## src/rtl/rr_arb_pkg.sv

```systemverilog
// Shared types and helpers for the lockable round-robin arbiter.
// The helpers use 32-bit operands, so N is limited to 32 requesters.
package rr_arb_pkg;

  typedef enum logic [1:0] {
    IDLE = 2'd0,
    GNT  = 2'd1,
    HOLD = 2'd2
  } arb_state_t;

  localparam int unsigned OH_MAX = 32;

  // OR-reduction encode; exact for one-hot input and 0 for an all-zero input.
  function automatic logic [31:0] onehot2bin(input logic [OH_MAX-1:0] oh);
    logic [31:0] idx;
    idx = 32'd0;
    for (int i = 0; i < OH_MAX; i++) begin
      idx = idx | (oh[i] ? 32'(i) : 32'd0);
    end
    return idx;
  endfunction

  function automatic logic [31:0] wrap_inc(input logic [31:0] idx, input logic [31:0] n);
    return (idx >= n - 32'd1) ? 32'd0 : idx + 32'd1;
  endfunction

endpackage

```

## src/rtl/rr_arb_lock_pick.sv

```systemverilog
// Combinational round-robin pick: rotate req by ptr, take the lowest set bit,
// then map the offset back to an absolute index with an explicit mod-N wrap.
module rr_pick
  import rr_arb_pkg::*;
#(
  parameter int N   = 4,
  parameter int IDW = $clog2(N)
) (
  input  logic [N-1:0]   req,
  input  logic [IDW-1:0] ptr,
  output logic           any,
  output logic [IDW-1:0] win_id
);

  logic [2*N-1:0] dbl_s;
  logic [N-1:0]   rot_s;
  logic [IDW:0]   off_s;
  logic [IDW:0]   sum_s;
  logic           found_s;

  // Rotate-and-priority-encode; the doubled vector makes any N work.
  always_comb begin
    dbl_s   = {req, req} >> ptr;
    rot_s   = dbl_s[N-1:0];
    off_s   = {(IDW+1){1'b0}};
    found_s = 1'b0;
    for (int i = 0; i < N; i++) begin
      if (!found_s && rot_s[i]) begin
        off_s   = (IDW+1)'(i);
        found_s = 1'b1;
      end else begin
        off_s   = off_s;
      end
    end
    any   = |req;
    sum_s = {1'b0, ptr} + off_s;
    if (sum_s >= (IDW+1)'(N)) begin
      win_id = IDW'(sum_s - (IDW+1)'(N));
    end else begin
      win_id = IDW'(sum_s);
    end
  end

endmodule

```

## src/rtl/rr_arb_lock.sv

```systemverilog
// N-way round-robin arbiter with registered one-hot grant, burst locking
// and a bounded hold counter that forces preemption of a locking owner.
module rr_arb_lock
  import rr_arb_pkg::*;
#(
  parameter int N        = 4,
  parameter int MAX_HOLD = 8,
  parameter int IDW      = $clog2(N),
  parameter int HCW      = $clog2(MAX_HOLD + 1)
) (
  input  logic           clk,
  input  logic           rst,
  input  logic [N-1:0]   req,
  input  logic [N-1:0]   lock,
  output logic [N-1:0]   gnt,
  output logic [IDW-1:0] gnt_id,
  output logic           gnt_vld,
  output logic           preempt
);

  arb_state_t     state_r, state_s;
  logic [IDW-1:0] ptr_r, ptr_s;
  logic [HCW-1:0] hold_r, hold_s;
  logic [N-1:0]   gnt_s;
  logic [IDW-1:0] gnt_id_s;
  logic           vld_s;
  logic           preempt_s;
  logic           any_s;
  logic [IDW-1:0] win_s;
  logic           keep_s;
  logic           at_max_s;

  rr_pick #(.N(N), .IDW(IDW)) u_pick (
    .req    (req),
    .ptr    (ptr_r),
    .any    (any_s),
    .win_id (win_s)
  );

  // Owner lock request and saturation of the hold counter.
  always_comb begin
    keep_s   = (state_r != IDLE) && req[gnt_id] && lock[gnt_id];
    at_max_s = (hold_r == HCW'(MAX_HOLD));
  end

  // Next-state, next-grant and preempt decision.
  always_comb begin
    state_s   = state_r;
    ptr_s     = ptr_r;
    hold_s    = hold_r;
    gnt_s     = gnt;
    preempt_s = 1'b0;
    case (state_r)
      IDLE, GNT, HOLD: begin
        if (keep_s && !at_max_s) begin
          state_s = HOLD;
          hold_s  = hold_r + HCW'(1);
        end else begin
          // A lock reaching this branch means the hold budget ran out.
          preempt_s = keep_s;
          if (any_s) begin
            gnt_s   = {{(N-1){1'b0}}, 1'b1} << win_s;
            ptr_s   = IDW'(wrap_inc(32'(win_s), 32'(N)));
            hold_s  = HCW'(1);
            state_s = GNT;
          end else begin
            gnt_s   = {N{1'b0}};
            hold_s  = {HCW{1'b0}};
            state_s = IDLE;
          end
        end
      end
      default: begin
        gnt_s   = {N{1'b0}};
        hold_s  = {HCW{1'b0}};
        state_s = IDLE;
      end
    endcase
    gnt_id_s = IDW'(onehot2bin(32'(gnt_s)));
    vld_s    = |gnt_s;
  end

  // State and output registers.
  always_ff @(posedge clk or posedge rst) begin
    if (rst) begin
      state_r <= IDLE;
      ptr_r   <= {IDW{1'b0}};
      hold_r  <= {HCW{1'b0}};
      gnt     <= {N{1'b0}};
      gnt_id  <= {IDW{1'b0}};
      gnt_vld <= 1'b0;
      preempt <= 1'b0;
    end else begin
      state_r <= state_s;
      ptr_r   <= ptr_s;
      hold_r  <= hold_s;
      gnt     <= gnt_s;
      gnt_id  <= gnt_id_s;
      gnt_vld <= vld_s;
      preempt <= preempt_s;
    end
  end

endmodule

```

## config.mk

```make
export PLATFORM = sky130hd
export DESIGN_NAME = rr_arb_lock
export DESIGN_NICKNAME = d
export VERILOG_FILES = /design/src/rtl/rr_arb_pkg.sv /design/src/rtl/rr_arb_lock_pick.sv /design/src/rtl/rr_arb_lock.sv
export SDC_FILE = /design/constraint.sdc
export NUM_CORES = 1
export LEC_CHECK = 0
export ABC_AREA = 1
export CORE_ASPECT_RATIO = 1.2
export CORE_MARGIN = 2
export CORE_UTILIZATION = 45
export DETAILED_ROUTE_END_ITERATION = 16
export PLACE_DENSITY_LB_ADDON = 0.25
export SKIP_CTS_REPAIR_TIMING = 1
export SYNTH_ARGS = -nofsm -noshare
export SYNTH_HDL_FRONTEND = slang
export SYNTH_SLANG_ARGS = --single-unit
```

## constraint.sdc

```tcl
create_clock -name clk -period 4.1 [get_ports clk]
set_input_delay 1.025 -clock clk [delete_from_list [all_inputs] [get_ports clk]]
set_output_delay 1.025 -clock clk [all_outputs]
set_load 0.02 [all_outputs]
```

* Word-level counts from Yosys, hierarchy flattened
Index checks and enable logic that the tools add are counted. W data, S select, Z words.
Word-level totals: register bits after elaboration 16, bits of input ports 10, output and inout bits 8, word-level logic and storage cells 64
Cells by class: add/sub/neg operators 4, $lt $le $gt $ge 3, equal/unequal tests 3, shifts and indexed selects 2, mux-type cells 26, bitwise gates (word level) 3, reduce and logical (&&, ||, !) cells 16
Operator list (number):
- $mux W4 | 5
- $mux W2 | 8
- $mux W1 | 11
- $reduce_or A4 Y1 | 2
- $shr A8 B2 Y4 | 1
- $logic_and A1 B1 Y1 | 6
- $add A4 B1 Y4 const B | 1
- $bmux W1 S2 | 2
- $eq A4 B4 Y1 const B | 1
- $logic_not A1 Y1 | 4
- $shl A1 B2 Y4 const A | 1
- $add A2 B2 Y3 | 1
- $ge A3 B3 Y1 const B | 1
- $lt A2 B3 Y1 const B | 1
- $reduce_and A3 Y1 | 1
- $reduce_or A3 Y1 | 1
- $add A2 B1 Y2 const B | 1
- $eq A2 B1 Y1 const B | 1
- $eq A2 B2 Y1 const B | 1
- $ge A2 B2 Y1 const B | 1
- $logic_not A2 Y1 | 1
- $or A1 B2 Y2 | 1
- $or A2 B2 Y2 | 1
- $reduce_bool A2 Y1 | 1
- other kinds (2) | 2

* Logic depth before layout (Yosys ltp)
word-level depth 21, depth in mapped cells 21, mapped depth without buffers 21

* Cells and area by module
Synthesis repeated with hierarchy kept, for this count alone.
Unflattened totals: cell total of the unflattened synthesis 132, area total of the unflattened synthesis 1017.2 um2
Modules (own cells, without submodules):
- rr_arb_lock | instances 1, cells each 97, area an instance 845.8 um2, sequential area each 400.4 um2
- rr_pick | instances 1, cells each 35, area an instance 171.4 um2, sequential area each 0.0 um2

* Worst setup path before layout
OpenSTA, ideal clock, no wires.
path type in2reg, start in req[2], end reg gnt_vld, library setup time 0.120 ns, data arrival time 2.729 ns, required time 3.980 ns, setup slack 1.252 ns, stages 20, buffers on the path 0, path through inv_1 nand2_1 o21ai_1 nand2_1 o21ai_1 nand2_1 inv_1 nand2_1 o22ai_1 ha_1 xor2_1 nand3b_1 nand2_2 ha_1 inv_1 nor2_1 nand3_1 nand2_2 nor2_2 nand2_1
On the way: longest elaborated chain between the ends 19, elaborated cells between the ends (all ways) 28, classes of those cells add/sub: 2; order compare: 1; shift: 2; mux: 12; reduce/logical: 11
Ends and longest elaborated chain:
- from (decl) | RTL line rr_arb_lock.sv:13 | input logic [N-1:0] req,
- $shr A8 B2 Y4 | RTL line rr_arb_lock_pick.sv:23 | dbl_s = {req, req} >> ptr;
- $mux W1 | RTL line rr_arb_lock_pick.sv:28 | if (!found_s && rot_s[i]) begin
- $logic_not A1 Y1 | RTL line rr_arb_lock_pick.sv:28
- $logic_and A1 B1 Y1 | RTL line rr_arb_lock_pick.sv:28
- $mux W1 | RTL line rr_arb_lock_pick.sv:28
- $logic_not A1 Y1 | RTL line rr_arb_lock_pick.sv:28
- $logic_and A1 B1 Y1 | RTL line rr_arb_lock_pick.sv:28
- $mux W1 | RTL line rr_arb_lock_pick.sv:28
- [... 5 more ...]
- $mux W2 | RTL line rr_arb_lock_pick.sv:37 | if (sum_s >= (IDW+1)'(N)) begin
- $shl A1 B2 Y4 | RTL line rr_arb_lock.sv:62 | gnt_s = {{(N-1){1'b0}}, 1'b1} << win_s;
- $mux W4 | RTL line rr_arb_lock.sv:61 | if (any_s) begin
- $mux W4 * | RTL line rr_arb_lock.sv:55 | if (keep_s && !at_max_s) begin
- $mux W4 * | RTL line rr_arb_lock.sv:53 | case (state_r)
- named net gnt_s[3] | RTL line rr_arb_lock.sv:24 | logic [N-1:0] gnt_s;
- $reduce_or A4 Y1 * | RTL line rr_arb_lock.sv:80 | vld_s = |gnt_s;
- named net vld_s | RTL line rr_arb_lock.sv:26 | logic vld_s;
- to (signal assigned) | RTL line rr_arb_lock.sv:99 | gnt_vld <= vld_s;
- to (decl) | RTL line rr_arb_lock.sv:17 | output logic gnt_vld,
The timed path passes the listed nets; every way through them passes the cells marked *. The select of a mux whose other input is x is not followed. A chain may end at the register's enable or synchronous reset.

* Worst setup path in the final report
start in req[1], end reg gnt_vld
The elaborated chain is that of the path after synthesis.

==> metrics.log <==
[metrics] outcome: finished, final reports clean
[metrics] number of vias per cell after detailed routing: 4.825
[metrics] total CTS buffers: 3
[metrics] Vert. Die Dim: 55.47 um
[metrics] MaxCap Viol Count: 0
[metrics] clk slew on worst S/H paths: 0.09 ns
[metrics] post-route clock skew: 0.0008263 ns
[metrics] endpoint type of the worst setup path: flop
[metrics] source of the critical timing path: req[1]
[metrics] initial antenna violation count: 0
[metrics] H-tree depth reported by CTS: 1
[metrics] signed area change from the synthesized netlist to the final layout: 23.05%
[metrics] Avg Cell Area, Syn: 7.761 sq um
[metrics] crit path kind: in2reg
[metrics] insertion delay to the later sink of the worst-skew pair: 0.28 ns
[metrics] detailed-route DRC error count: 0
[metrics] setup repair after global routing missed its margin: false
[metrics] hold violation count in the final report: 0
[metrics] data required time at the worst endpoint: 4.28 ns
[metrics] transition time of the tightest slew-check pin: 0.5840 ns
[metrics] number of warnings reported in the yosys synthesis log: 0
[metrics] kind of start point of the critical path: primary input
[metrics] ratio of cells with drive above 1 in the final layout: 10.20%
[metrics] DIE AREA: 2601 sq um
[metrics] wire length of the first global-routing pass: 3167 um
[metrics] TritonCTS clock tree: yes
[metrics] hold crit path type: reg2reg
[metrics] maximum resistive drop on vdd: 0.0005083 V
[metrics] PwrDens: 809.9 nW/um^2
[metrics] filler cell count: 195
[metrics] worst flop-to-flop path startpoint: ptr_r[0]
[metrics] antenna diode instance count: 0
[metrics] Fmax: 303.4 MHz
[metrics] maximum buffer depth of the clock tree: 2
[metrics] router iterations before antenna repair: 4
[metrics] Iteration-0 DRC Markers: 7
[metrics] cell depth of the worst hold path: 1
[metrics] power consumption: 0.9901 mW
[metrics] largest net degree at the start of global routing: 17
[metrics] clock period minus worst slack: 3.296 ns
[metrics] net count of the mapped netlist: 145
[metrics] number of global-route vias before repair: 808
[metrics] worst-path maximum fanout: 3
[metrics] register cell area after layout: 400.4 sq um
[metrics] final period utilization: 80.40%
[metrics] via count: 854
[metrics] global placer's final weighted congestion: 0.7153
[metrics] initial standard-cell utilization of the core: 47.95%
[metrics] half-perimeter wire length after placement: 1439 um
[metrics] cell count after synthesis: 128
[metrics] number of core rows: 18
[metrics] number of max-slew violations in the final report: 0
[metrics] core area: 2072 sq um
[metrics] root buffer cell: sky130_fd_sc_hd__clkbuf_4
[metrics] Setup-failing EPs final: 0
[metrics] summed instance area of the synthesized netlist: 993.5 sq um
[metrics] final core utilization: 59.00%
[metrics] area of the multi-input gates: 484.2 sq um
[metrics] sequential area share after synthesis: 40.30%
[metrics] Top-Level Pins: 18
[metrics] number of distinct standard cells referenced by the synthesized netlist: 22
[metrics] # port buffers: 17
[metrics] drt wl/cell: 9.944 um
[metrics] flop and latch count out of synthesis: 16
[metrics] Leakage Power: 0.6433 nW
[metrics] arrival time of data at the critical path endpoint: 3.48 ns
[metrics] grt total ovfl: 0
[metrics] Die Span X: 46.89 um
[metrics] total detailed-routing wirelength: 1760 um
[metrics] All-Layer GR Usage: 16.08%
[metrics] total negative setup slack: 0 ns
[metrics] Total Nets Final: 165
[metrics] hold path start: hold_r[0]
[metrics] total number of clock tree sinks: 16
[metrics] Slew HR: 61.02%
[metrics] Antenna Nets Post-Route: 0
[metrics] cells on worst reg2reg path: 19
-- cells by family after synthesis --
| family | after synthesis | synth area share (%) |
|---|---|---|
| buffers and inverters | 27 | 10.96 |
| and+or+nand+nor | 63 | 31.11 |
| xor gates and xnor gates | 3 | 2.645 |
| adders and majority gates | 7 | 8.816 |
| AOI/OAI and AO/OA | 12 | 6.171 |
| DFF | 16 | 40.30 |
-- power by group --
part           total, mW  internal [mW]  switching (mW)
sequential         0.270          0.222          0.0476
clock              0.104         0.0541          0.0495
combinational      0.617          0.247           0.369
-- state kept, by name (all words and copies together) (netlist names) --
register	count
preempt	1
gnt_vld	1
gnt_id	2
hold_r	4
gnt	4
state_r	2
ptr_r	2
-- metal layers --
metal / global-route usage [%] / up-vias / share of wire [%]
li1: - / 440 / -
met1: 21.23 / 393 / 45
met5: 0 / - / 0
met3: 3.268 / 5 / 4.5
met4: 5.159 / 0 / 1.2
met2: 25.64 / 16 / 49
-- cell usage in the layout (no fill, tap or decap), drive strengths merged --
master	n
xor2	2
nor2	15
xnor2	1
nand3	16
o22ai	1
a21oi	1
inv	25
or2	1
clkbuf	4
nand4	4
nand3b	1
ha	7
dfrtp	16
o21ai	10
clkdlybuf4s50	17
nand2	26
-- path summary, 6_finish.rpt --
path	endpoint	slack, ns
max	gnt_vld	0.80
min	hold_r[0]	0.53
max reg2reg	gnt_vld	1.52
min reg2reg	hold_r[0]	0.53
max in group asynchronous	hold_r[2]	2.63
min in group asynchronous	gnt[2]	1.09
-- cell type report --
type | instances | area share [%]
clock buffers | 4 | 2.968
multi-input cells | 85 | 39.61
well taps | 30 | 3.071
repair buffers | 17 | 13.92
inverters | 25 | 7.677
flip-flops and latches | 16 | 32.75
-- critical path, stage by stage --
cell and delay [ns]:
sky130_fd_sc_hd__clkdlybuf4s50_1 0.45, sky130_fd_sc_hd__inv_1 0.09, sky130_fd_sc_hd__nand2_1 0.05, sky130_fd_sc_hd__o21ai_1 0.10
sky130_fd_sc_hd__nand2_1 0.06, sky130_fd_sc_hd__o21ai_1 0.10, sky130_fd_sc_hd__nand2_1 0.07, sky130_fd_sc_hd__inv_1 0.08
sky130_fd_sc_hd__nand2_1 0.05, sky130_fd_sc_hd__o22ai_1 0.12, sky130_fd_sc_hd__ha_1 0.18, sky130_fd_sc_hd__xor2_1 0.19
sky130_fd_sc_hd__nand3b_1 0.15, sky130_fd_sc_hd__nand2_2 0.09, sky130_fd_sc_hd__ha_1 0.18, sky130_fd_sc_hd__inv_1 0.07
sky130_fd_sc_hd__nor2_1 0.04, sky130_fd_sc_hd__nand3_1 0.11, sky130_fd_sc_hd__nand2_2 0.08, sky130_fd_sc_hd__nor2_2 0.12
sky130_fd_sc_hd__nand2_1 0.07
-- synthesized netlist by cell type --
cell	number	share of area, %
sky130_fd_sc_hd__nor2_1	12	4.5
sky130_fd_sc_hd__dfrtp_1	16	40
sky130_fd_sc_hd__o22ai_1	1	0.63
sky130_fd_sc_hd__ha_1	7	8.8
sky130_fd_sc_hd__buf_6	1	1.1
sky130_fd_sc_hd__inv_2	1	0.38
sky130_fd_sc_hd__nand2_2	3	1.9
sky130_fd_sc_hd__o21ai_0	4	2.0
sky130_fd_sc_hd__nand4_2	1	1.3
sky130_fd_sc_hd__nand3_2	3	3.0
sky130_fd_sc_hd__xor2_1	2	1.8
sky130_fd_sc_hd__o21ai_1	6	3.0
sky130_fd_sc_hd__nand2_1	23	8.7
sky130_fd_sc_hd__nor2_2	3	1.9
sky130_fd_sc_hd__clkbuf_1	1	0.38
sky130_fd_sc_hd__or2_1	1	0.63
sky130_fd_sc_hd__nand3_1	13	6.5
sky130_fd_sc_hd__nand4_1	3	1.9
sky130_fd_sc_hd__nand3b_1	1	0.76
sky130_fd_sc_hd__xnor2_1	1	0.88
sky130_fd_sc_hd__inv_1	24	9.1
sky130_fd_sc_hd__a21oi_1	1	0.50
-- through the flow --
step           cells  hold WS, ns  setup slack, ns  area [sq um]
2_1_floorplan    128       0.4753            1.252         993.5
3_3_place_gp     173       0.5043           0.5503          1186
3_5_place_dp     173       0.5108           0.4923          1186
4_1_cts          177       0.5280           0.7850          1222
5_1_grt          177       0.5569           0.5142          1222
6_report         177       0.5284           0.8036          1222
No activity file was read; power rests on OpenSTA's default activity.
==> patch (config.mk and constraints unchanged) <==
Re-encode `arb_state_t` (3 states) as one-hot, 3 bits wide.
--- a/src/rtl/rr_arb_pkg.sv
+++ b/src/rtl/rr_arb_pkg.sv
@@ -2,10 +2,10 @@
 // The helpers use 32-bit operands, so N is limited to 32 requesters.
 package rr_arb_pkg;
 
-  typedef enum logic [1:0] {
-    IDLE = 2'd0,
-    GNT  = 2'd1,
-    HOLD = 2'd2
+  typedef enum logic [2:0] {
+    IDLE = 3'b001,
+    GNT  = 3'b010,
+    HOLD = 3'b100
   } arb_state_t;
 
   localparam int unsigned OH_MAX = 32;
Function: same outputs for any inputs over 10 cycles, from zero or initial values and one cycle with rst high; not proved beyond that.
==> patch against the unedited design <==
Area after synthesis is 7.8% higher. Wire length is 10% higher. Critical path depth is 1 lower. Final area is 6.3% higher. Sequential cell count is 1 higher. Critical path type unchanged. Highest routed layer unchanged. Power is 2.9% lower. Count of clock-buffer cells in the layout is 1 lower. Setup slack worse by 35 ps. Core utilization is 2.0 points lower. Global-route usage is 0.13 points lower.
==> patch: results (changes against the unedited design) <==
Power
  • Part of the power in registers: 0.283 (+0.010)
  • Power Clock: 89.7 uW (-14%)
  • Leak Pwr: 0.680 nW (+5.7%)
  • Peak supply drop: 0.505 mV (-0.72%)
  • Clock power share: 0.093 (-0.012)
  • Sw power: 470 uW (+0.80%)

Global route
  • Number of global-route vias before repair: 840 (+4.0%)
  • First-pass GRT wire length: 3420 microns (+8.1%)
  • Largest net degree at the start of global routing: 18 (+1)
  • Met2 Track Usage GR: 0.286 (+0.0294)

Timing
  • Hold Slack: 523 ps (-5.34 ps)
  • Final Skew: 6.04 ps (+5.21 ps)
  • Slew margin rel.: 0.587 (-0.0228)

Synthesis
  • Post-synthesis sequential area ratio: 0.398 (-0.00466)
  • Ranking of synthesized cells by area: dfrtp_1 37%, nand2_1 12%, ha_1 8.2%
  • Synth top cells by count: 33 x nand2_1, 22 x inv_1, 16 x dfrtp_1
  • Compound-gate portion of the synthesized area: 0.0724 (+0.0107)
  • Xor and xnor area share after synthesis: 0.0245 (-0.00192)
  • Unique masters post-synth: 25 (+14%)
  • Syn Nets: 154 (+6.2%)

Routing
  • Met2 routed WL: 972 microns (+13%)
  • Via density: 4.71 (-2.4%)
  • Via count: 885 (+3.6%)
  • Initial drt markers: 15 (+8)
  • Wirelength per Cell: 10.3 microns (+4.0%)
  • Met3 wire length: 70 microns (-11%)
  • DRT met1 WL: 864 microns (+8.7%)

Final layout
  • Sequential cell area share: 0.328 (+0.000665)
  • Regs by FF count: gnt: 4 flops, hold_r: 4 flops, state_r: 3 flops
  • Multi-input gates: 94 (+11%)
  • Fill cells: 216 (+11%)
  • Multi-input combinational cell area: 541 sq um (+12%)
  • Layout cell share with drive strength beyond 1: 0.134 (+0.0317)

Place
  • DP Wirelength: 1550 microns (+7.8%)
  • Cells after DPL: 184 (+6.4%)

Clocking
  • Clock latency on the worst-skew pair: 300 ps (+20 ps)

Setup path
  • CP Max Fanout: 4 (+1)

Status
  • Outcome: finished clean
## patch: changes by cell type in the layout (fill, tap and decap cells not counted), sizes merged
cell and change:
clkbuf -1, clkinv +1, dfstp +1, nand2 +12
nand3 -2, nor2 -2, nor4 +1, o31ai +1
or2 -1
## patch: critical path, cell delays in order
cell	delay, ps
clkdlybuf4s50_1	480
inv_1	100
nor2_1	40
a21oi_1	170
nand2_1	60
o21ai_0	110
nand2_1	90
inv_1	100
nand2_1	60
o22ai_1	110
ha_1	180
xor2_1	190
nand2_1	70
nand2_1	120
inv_1	80
ha_1	180
nand3_1	100
nand2_2	70
nor2_2	130
nand2_1	60
## patch: final timing paths
kind                                start         end  slack [ps]
max in group asynchronous             rst  state_r[2]        2600
min in group asynchronous             rst     gnt_vld        1090
worst min-delay path            hold_r[0]   hold_r[0]         520
worst min register to register  hold_r[0]   hold_r[0]         520
worst max-delay path               req[0]     gnt_vld         770
worst max register to register   ptr_r[0]     gnt_vld        1540
